### config.mk
export PLATFORM = sky130hd
export DESIGN_NAME = gray_step_decoder
export DESIGN_NICKNAME = d
export VERILOG_FILES = /design/src/rtl/gray_step_pkg.sv /design/src/rtl/gray_step_sync.sv /design/src/rtl/gray_step_decoder.sv
export SDC_FILE = /design/constraint.sdc
export NUM_CORES = 1
export LEC_CHECK = 0
export BUFFER_PORTS_ARGS = -buffer_cell sky130_fd_sc_hd__buf_2
export CORE_ASPECT_RATIO = 1.2
export CORE_UTILIZATION = 54
export DETAILED_ROUTE_END_ITERATION = 10
export PLACE_DENSITY = 0.78
export SYNTH_ARGS = -nofsm -noshare
export SYNTH_HDL_FRONTEND = slang
export SYNTH_SLANG_ARGS = --single-unit
### constraint.sdc
create_clock -name clk -period 3.82 [get_ports clk]
set_clock_uncertainty 0.2 [all_clocks]
set_input_delay 0.382 -clock clk [delete_from_list [all_inputs] [get_ports clk]]
set_output_delay 0.382 -clock clk [all_outputs]
set_load 0.05 [all_outputs]
### src/rtl/gray_step_pkg.sv
// Shared types, default widths and Gray decode helper for the Gray step decoder.
package gray_step_pkg;

  localparam int unsigned GS_WIDTH = 3;
  localparam int unsigned GS_POS_W = 8;
  localparam int unsigned GS_MAX_W = 16;

  localparam logic [GS_MAX_W-1:0] DELTA_UP = GS_MAX_W'(1);
  localparam logic [GS_MAX_W-1:0] DELTA_DN = '1;

  typedef enum logic [1:0] {
    SEED  = 2'd0,
    TRACK = 2'd1,
    FAULT = 2'd2
  } gs_state_e;

  // Zero-extended inputs decode correctly because leading zeros propagate as zeros.
  function automatic logic [GS_MAX_W-1:0] gray2bin(input logic [GS_MAX_W-1:0] g);
    logic [GS_MAX_W-1:0] b;
    b[GS_MAX_W-1] = g[GS_MAX_W-1];
    for (int i = int'(GS_MAX_W) - 2; i >= 0; i--) begin
      b[i] = b[i+1] ^ g[i];
    end
    return b;
  endfunction

endpackage

### src/rtl/gray_step_sync.sv
// WIDTH-bit two-flop synchronizer for an asynchronous Gray source.
module gray_step_sync #(
  parameter int unsigned WIDTH = 3
) (
  input  logic             clk,
  input  logic             rst_n,
  input  logic [WIDTH-1:0] d_i,
  output logic [WIDTH-1:0] q_o
);

  logic [WIDTH-1:0] meta_q;

  always_ff @(posedge clk or negedge rst_n) begin
    if (!rst_n) begin
      meta_q <= '0;
      q_o    <= '0;
    end else begin
      meta_q <= d_i;
      q_o    <= meta_q;
    end
  end

endmodule

### src/rtl/gray_step_decoder.sv
// Gray count bus receiver: decodes, classifies steps, tracks position.
// GRAY_STEP_SYNC_EN adds a 2-flop synchronizer ahead of the capture register.
module gray_step_decoder
  import gray_step_pkg::*;
#(
  parameter int unsigned WIDTH = GS_WIDTH,
  parameter int unsigned POS_W = GS_POS_W
) (
  input  logic             clk,
  input  logic             reset,
  input  logic [WIDTH-1:0] gray_in,
  input  logic             err_clr,
  output logic [WIDTH-1:0] bin_out,
  output logic             step_valid,
  output logic             step_dir,
  output logic [POS_W-1:0] pos,
  output logic             wrap,
  output logic             err
);

  localparam logic [WIDTH-1:0] D_UP = WIDTH'(DELTA_UP);
  localparam logic [WIDTH-1:0] D_DN = WIDTH'(DELTA_DN);

  logic [WIDTH-1:0] gray_src;

`ifdef GRAY_STEP_SYNC_EN
  localparam int unsigned VLD_N = 3;

  gray_step_sync #(
    .WIDTH(WIDTH)
  ) u_sync (
    .clk  (clk),
    .rst_n(reset),
    .d_i  (gray_in),
    .q_o  (gray_src)
  );
`else
  localparam int unsigned VLD_N = 1;

  assign gray_src = gray_in;
`endif

  logic [WIDTH-1:0] gray_q;
  logic [VLD_N-1:0] vld_q;
  gs_state_e        state_q;
  logic [WIDTH-1:0] b_new;
  logic [WIDTH-1:0] delta;
  logic             cap_vld;

  // Capture register plus a fill marker so reset zeros are never mistaken for a sample.
  always_ff @(posedge clk or negedge reset) begin
    if (!reset) begin
      gray_q <= '0;
      vld_q  <= '0;
    end else begin
      gray_q <= gray_src;
      vld_q  <= VLD_N'({vld_q, 1'b1});
    end
  end

  assign cap_vld = vld_q[VLD_N-1];
  assign b_new   = WIDTH'(gray2bin(GS_MAX_W'(gray_q)));
  assign delta   = b_new - bin_out;

  // Tracker FSM; bin_out doubles as the previous accepted binary sample.
  always_ff @(posedge clk or negedge reset) begin
    if (!reset) begin
      state_q    <= SEED;
      bin_out    <= '0;
      step_valid <= 1'b0;
      step_dir   <= 1'b1;
      pos        <= '0;
      wrap       <= 1'b0;
      err        <= 1'b0;
    end else begin
      step_valid <= 1'b0;
      wrap       <= 1'b0;
      if (err_clr) begin
        err     <= 1'b0;
        state_q <= SEED;
      end else if (cap_vld) begin
        case (state_q)
          SEED: begin
            bin_out <= b_new;
            state_q <= TRACK;
          end
          TRACK: begin
            if (delta == D_UP) begin
              step_valid <= 1'b1;
              step_dir   <= 1'b1;
              pos        <= pos + POS_W'(1);
              wrap       <= (pos == {POS_W{1'b1}});
              bin_out    <= b_new;
            end else if (delta == D_DN) begin
              step_valid <= 1'b1;
              step_dir   <= 1'b0;
              pos        <= pos - POS_W'(1);
              wrap       <= (pos == '0);
              bin_out    <= b_new;
            end else if (delta != '0) begin
              err     <= 1'b1;
              bin_out <= b_new;
              state_q <= FAULT;
            end
          end
          FAULT: begin
            bin_out <= b_new;
          end
          default: begin
            state_q <= SEED;
          end
        endcase
      end
    end
  end

endmodule

**After elaboration in Yosys (flattened, before gate mapping)**

Index checks and enable logic that the tools add are counted.

- Output and inout port bits: 15
- Register bits: 21
- Input bits: 6

- Equal/unequal tests: 12
- Reductions and logical operators: 13
- Add/sub/neg operators: 3
- Bitwise operators: 3
- Muxes and demuxes: 30

Operators by type and width:

| kind | count |
|---|---|
| 1-bit two-way mux | 18 |
| 8-bit two-way mux | 2 |
| 2-bit two-way mux | 5 |
| 5-bit AND reduction | 2 |
| 2-bit nonzero test | 5 |
| 3-bit two-way mux | 3 |
| 3-bit != test, second input constant | 3 |
| 8-bit by 1-bit adder with 8-bit output, second input constant | 1 |
| 8-bit == test, second input constant | 1 |
| 8-bit zero test | 1 |
| 4-bit AND reduction | 2 |
| 8-bit by 1-bit subtractor with 8-bit output, second input constant | 1 |
| 2-bit != test, second input constant | 3 |
| 2-bit case mux with 3 select lines | 1 |
| 3-bit case mux with 2 select lines | 1 |
| 4-bit != test, second input constant | 1 |
| 3-bit by 1-bit == test with 1-bit output, second input constant | 1 |
| 3-bit == test, second input constant | 1 |
| 3-bit nonzero test | 1 |
| 3-bit subtractor | 1 |
| 2-bit by 1-bit == test with 1-bit output, second input constant | 1 |
| 2-bit == test, second input constant | 1 |
| 2-bit zero test | 1 |
| 2-bit OR reduction | 1 |
| other kinds (2) | 3 |

**Depth between registers and ports, before layout**

- Word-level depth: 10
- Depth in mapped cells: 13
- Gate-level depth less buffers: 13

**Worst setup path before layout**

No wires, ideal clock.

- Kind: register to register
- From: register gray_q[2]
- To: register pos[7]
- Setup slack: 338 ps
- Arrival: 3200 ps
- Required time: 3538 ps
- Stages on the path, launching flop included: 14
- Buffers on the path: 0
- Cells stage by stage: dfrtp_1 -> xor2_1 -> xnor2_1 -> ha_1 -> inv_1 -> fa_1 -> xnor3_2 -> or3_4 -> ha_1 -> o211a_1 -> o21ai_0 -> a32oi_1 -> mux2i_1 -> xor2_1

- Word-level cells in the longest chain between the ends: 6
- Elaborated cells on any way between the ends: 8
- Those cells by class: 1 x add/sub; 2 x eq/ne; 1 x mux; 2 x bitwise; 2 x reduce/logical

Ends and longest elaborated chain:

| element | RTL line | text |
|---|---|---|
| from (decl) | gray_step_decoder.sv:43 | `logic [WIDTH-1:0] gray_q;` |
| from (signal assigned) | gray_step_decoder.sv:56 | `gray_q <= gray_src;` |
| 1-bit bitwise XOR (*) | gray_step_pkg.sv:22 | `b[i] = b[i+1] ^ g[i];` |
| net b_new[1] | gray_step_decoder.sv:46 | `logic [WIDTH-1:0] b_new;` |
| 1-bit bitwise XOR | gray_step_pkg.sv:22 |  |
| 3-bit subtractor (*) | gray_step_decoder.sv:63 | `assign delta = b_new - bin_out;` |
| 3-bit by 1-bit == test with 1-bit output / 3-bit == test (equally long branches) | gray_step_decoder.sv:88, gray_step_decoder.sv:94 |  |
| 2-bit nonzero test (no line) | -- |  |
| 4-bit AND reduction (no line) | -- |  |
| to (signal assigned) | gray_step_decoder.sv:91 | `pos <= pos + POS_W'(1);` |
| to (signal assigned) | gray_step_decoder.sv:97 | `pos <= pos - POS_W'(1);` |
| to (decl) | gray_step_decoder.sv:16 | `output logic [POS_W-1:0] pos,` |

Mark *: on every way through the listed nets, which the timed path passes. The rest lies on a longest branch.
A chain may end at the register's enable or synchronous reset.

**Final worst setup path**

- From: register gray_q[1]
- To: register pos[6]

The elaborated chain is that of the path after synthesis.

==> metrics.csv <==
metric,value,unit
outcome,completed,
critical path endpoint,pos[6],
Final Core Density,68.6,%
CTS tree,built,
leading register cell type out of synthesis,dfrtp_1,
RSZ-0062 raised after global routing,yes,
DR WL/cell,13.5,um
clk sinks,21,
worst-path maximum fanout,11,
IO Pins,21,
via count,909,
die area,2340,sq um
r2r startpoint,gray_q[1],
min-delay src,err_clr,
Post-CTS Setup Bufs,0,
FP Rows,18,
Reg2Reg Setup Slack,140,ps
"Arr. time, crit path",3690,ps
clk_lat worst skew,290,ps
first-pass GRT wire length,3.44,mm
htree depth,1,
DRT Pass-1 Iters,4,
post-synth cell types,32,
Syn Inst Count,109,
pin count of the biggest net entering global routing,22,
Via density,5.48,
Crit. End Element,register,
Final min period,3680,ps
"delay-heaviest family, CP",adder cells,
DR iter-0 viols,19,
clock transition at the registers of the reported paths,110,ps
Setup Slack @ Placement,7.78,ps
Seq cells post-synth,21,
core area,2050,sq um
die width,44.3,um
"Seq/Total Area, Yosys",45.4,%
CP max stage cell,or3_4,
nets,153,
CTS root buffer,clkbuf_4,
gpl congestion,0.859,
DRT antenna net count,0,
critical path type,register to register,
reg2reg path depth,13,
final wirelength,2.24,mm
post-DP HPWL,1.62,mm
Tot GR Track Use,20.2,%
Startpoint Class,register,
Post-Syn Nets,125,
remaining routing DRC violations,0,
Slew Limit Fails,0,
Synth Cell Area,1160,sq um
initial antenna violation count,0,
crit path cell chain,"xor2_2, xnor2_2, ha_1, inv_1, fa_1, xnor3_2, or3_4, fa_1, nand3_1, a21boi_0, o21ai_1, a21boi_0, o31ai_1",
f_max,272,MHz
max incr delay on CP,450,ps
vias in the first global route,818,
DIE HEIGHT,52.8,um
period utilization,96.4,%
Antenna Cells,0,
IO buf count,20,
worst path buffer plus inverter count,1,
setup violators final,0,
TNS Setup,0,ps
setup slack after layout,139,ps
Fin. Hold Viols,0,
warnings from Yosys,0,
layout cells sized above 1,22.8,%
crit path launch,gray_q[1],
r2r endpoint,pos[6],
Post-Place Cell Area,1290,sq um
Crit path depth,13,
max cap viols,0,
TritonCTS Buffers,3,
syn avg cell area,10.7,sq um
design area,1410,sq um
Post-synth EDFFs,0,
CP required,3830,ps
Max Root-Sink Buffers,2,
Initial Util,56.7,%
grt total ovfl,0,
Area Growth Syn to Fin,21.1,%
share of flip-flops with an asynchronous set or reset,100,%
Hold Path Class,input port to register,
[worst register-to-register path, delay by kind of cell (launching register included)]
family          cells  cell delay [ps]
simple gates        2              590
flops               1              420
xor+xnor            3              740
fa+ha+maj           3              990
buf+inv             1               50
compound gates      4              620
[cell families after synthesis]
| family | Yosys count | synth area share, % |
|---|---|---|
| flip-flops | 21 | 45.4 |
| other | 1 | 0.323 |
| adder cells (fa/ha/maj) | 10 | 12.1 |
| multiplexers | 6 | 5.50 |
| AO/OA/AOI/OAI | 21 | 11.1 |
| AND/OR/NAND/NOR | 33 | 15.0 |
| buffers and inverters | 8 | 2.59 |
| XOR/XNOR | 9 | 8.08 |
[per-layer routing]
metal / vias to the layer above / track usage [%] / part of all wire, %
met5: - / 0 / 0
met4: 0 / 9.09 / 0.81
met3: 2 / 2.41 / 3.1
met2: 24 / 35.5 / 53
met1: 442 / 24.2 / 43
li1: 441 / - / -
[stage by stage]
| stage | hold slack, ps | instances |
|---|---|---|
| 6_report | 110 | 166 |
| 5_1_grt | 86.2 | 166 |
| 4_1_cts | 101 | 166 |
| 3_5_place_dp | 158 | 158 |
| 3_3_place_gp | 160 | 158 |
| 2_1_floorplan | -114 | 109 |
[cells in the mapped netlist (all sizes together), types with 2 or more instances]
cell type | number | share of area (%)
ha | 8 | 8.6
nand4 | 2 | 1.1
fa | 2 | 3.4
inv | 7 | 2.3
o21ai | 7 | 3.0
nor2 | 4 | 1.3
or3 | 2 | 1.5
dfrtp | 20 | 43
nand3 | 2 | 0.86
nor3b | 2 | 1.3
xnor2 | 5 | 3.8
mux2 | 3 | 2.9
nor4 | 2 | 1.1
nand2 | 12 | 3.9
a21boi | 2 | 1.3
nand3b | 4 | 2.6
nor3 | 2 | 0.86
mux2i | 3 | 2.6
a21oi | 5 | 2.2
o31ai | 2 | 1.3
a31oi | 2 | 1.1
xor2 | 3 | 2.3
[state kept, by name (all words and copies together) (netlist names)]
register,flops
step_valid,1
step_dir,1
pos,8
cap_vld,1
bin_out,3
state_q,2
wrap,1
err,1
gray_q,3
[area by class of cell]
cell class                 instances  area (sq um)
tap                               30          37.5
sequential                        21           527
clock buffer                       4          26.3
multi-input combinational         80           649
inverter                           7          26.3
timing repair buffer              24           140
fill                             173           643
[cell usage in the layout, fill, tap and decap left out, types with 2 or more instances in the layout]
master / n
o31ai_1: 2
xor2_1: 2
o21ai_1: 6
nand3b_1: 4
dfrtp_1: 20
a21boi_0: 2
mux2_1: 3
nor4_1: 2
nand3_1: 2
nand2_1: 12
nor3_1: 2
buf_2: 20
inv_1: 7
xnor2_1: 4
nor2_1: 4
fa_1: 2
dlygate4sd3_1: 4
nand4_1: 2
ha_4: 2
a31oi_1: 2
ha_1: 6
a21oi_1: 5
clkbuf_4: 3
mux2i_1: 3
[how the worst min path moves through the flow]
stage | cells past startpoint | slack (ps) | to
2_1_floorplan | 0 | -110 | bin_out[0]
3_3_place_gp | 1 | 160 | bin_out[2]
3_5_place_dp | 1 | 160 | wrap
4_1_cts | 2 | 100 | state_q[1]
5_1_grt | 2 | 90 | err
6_report | 2 | 110 | state_q[1]
[repair_timing]
item	4_1_cts	5_1_grt
gates resized for setup	0	7
endpoints found under the hold margin	23	0
hold buffers	4	0
setup endpoints to repair	0	2
Power is not shown: default switching activity piles up to over one toggle a cycle in this logic, so the estimate is an artifact.
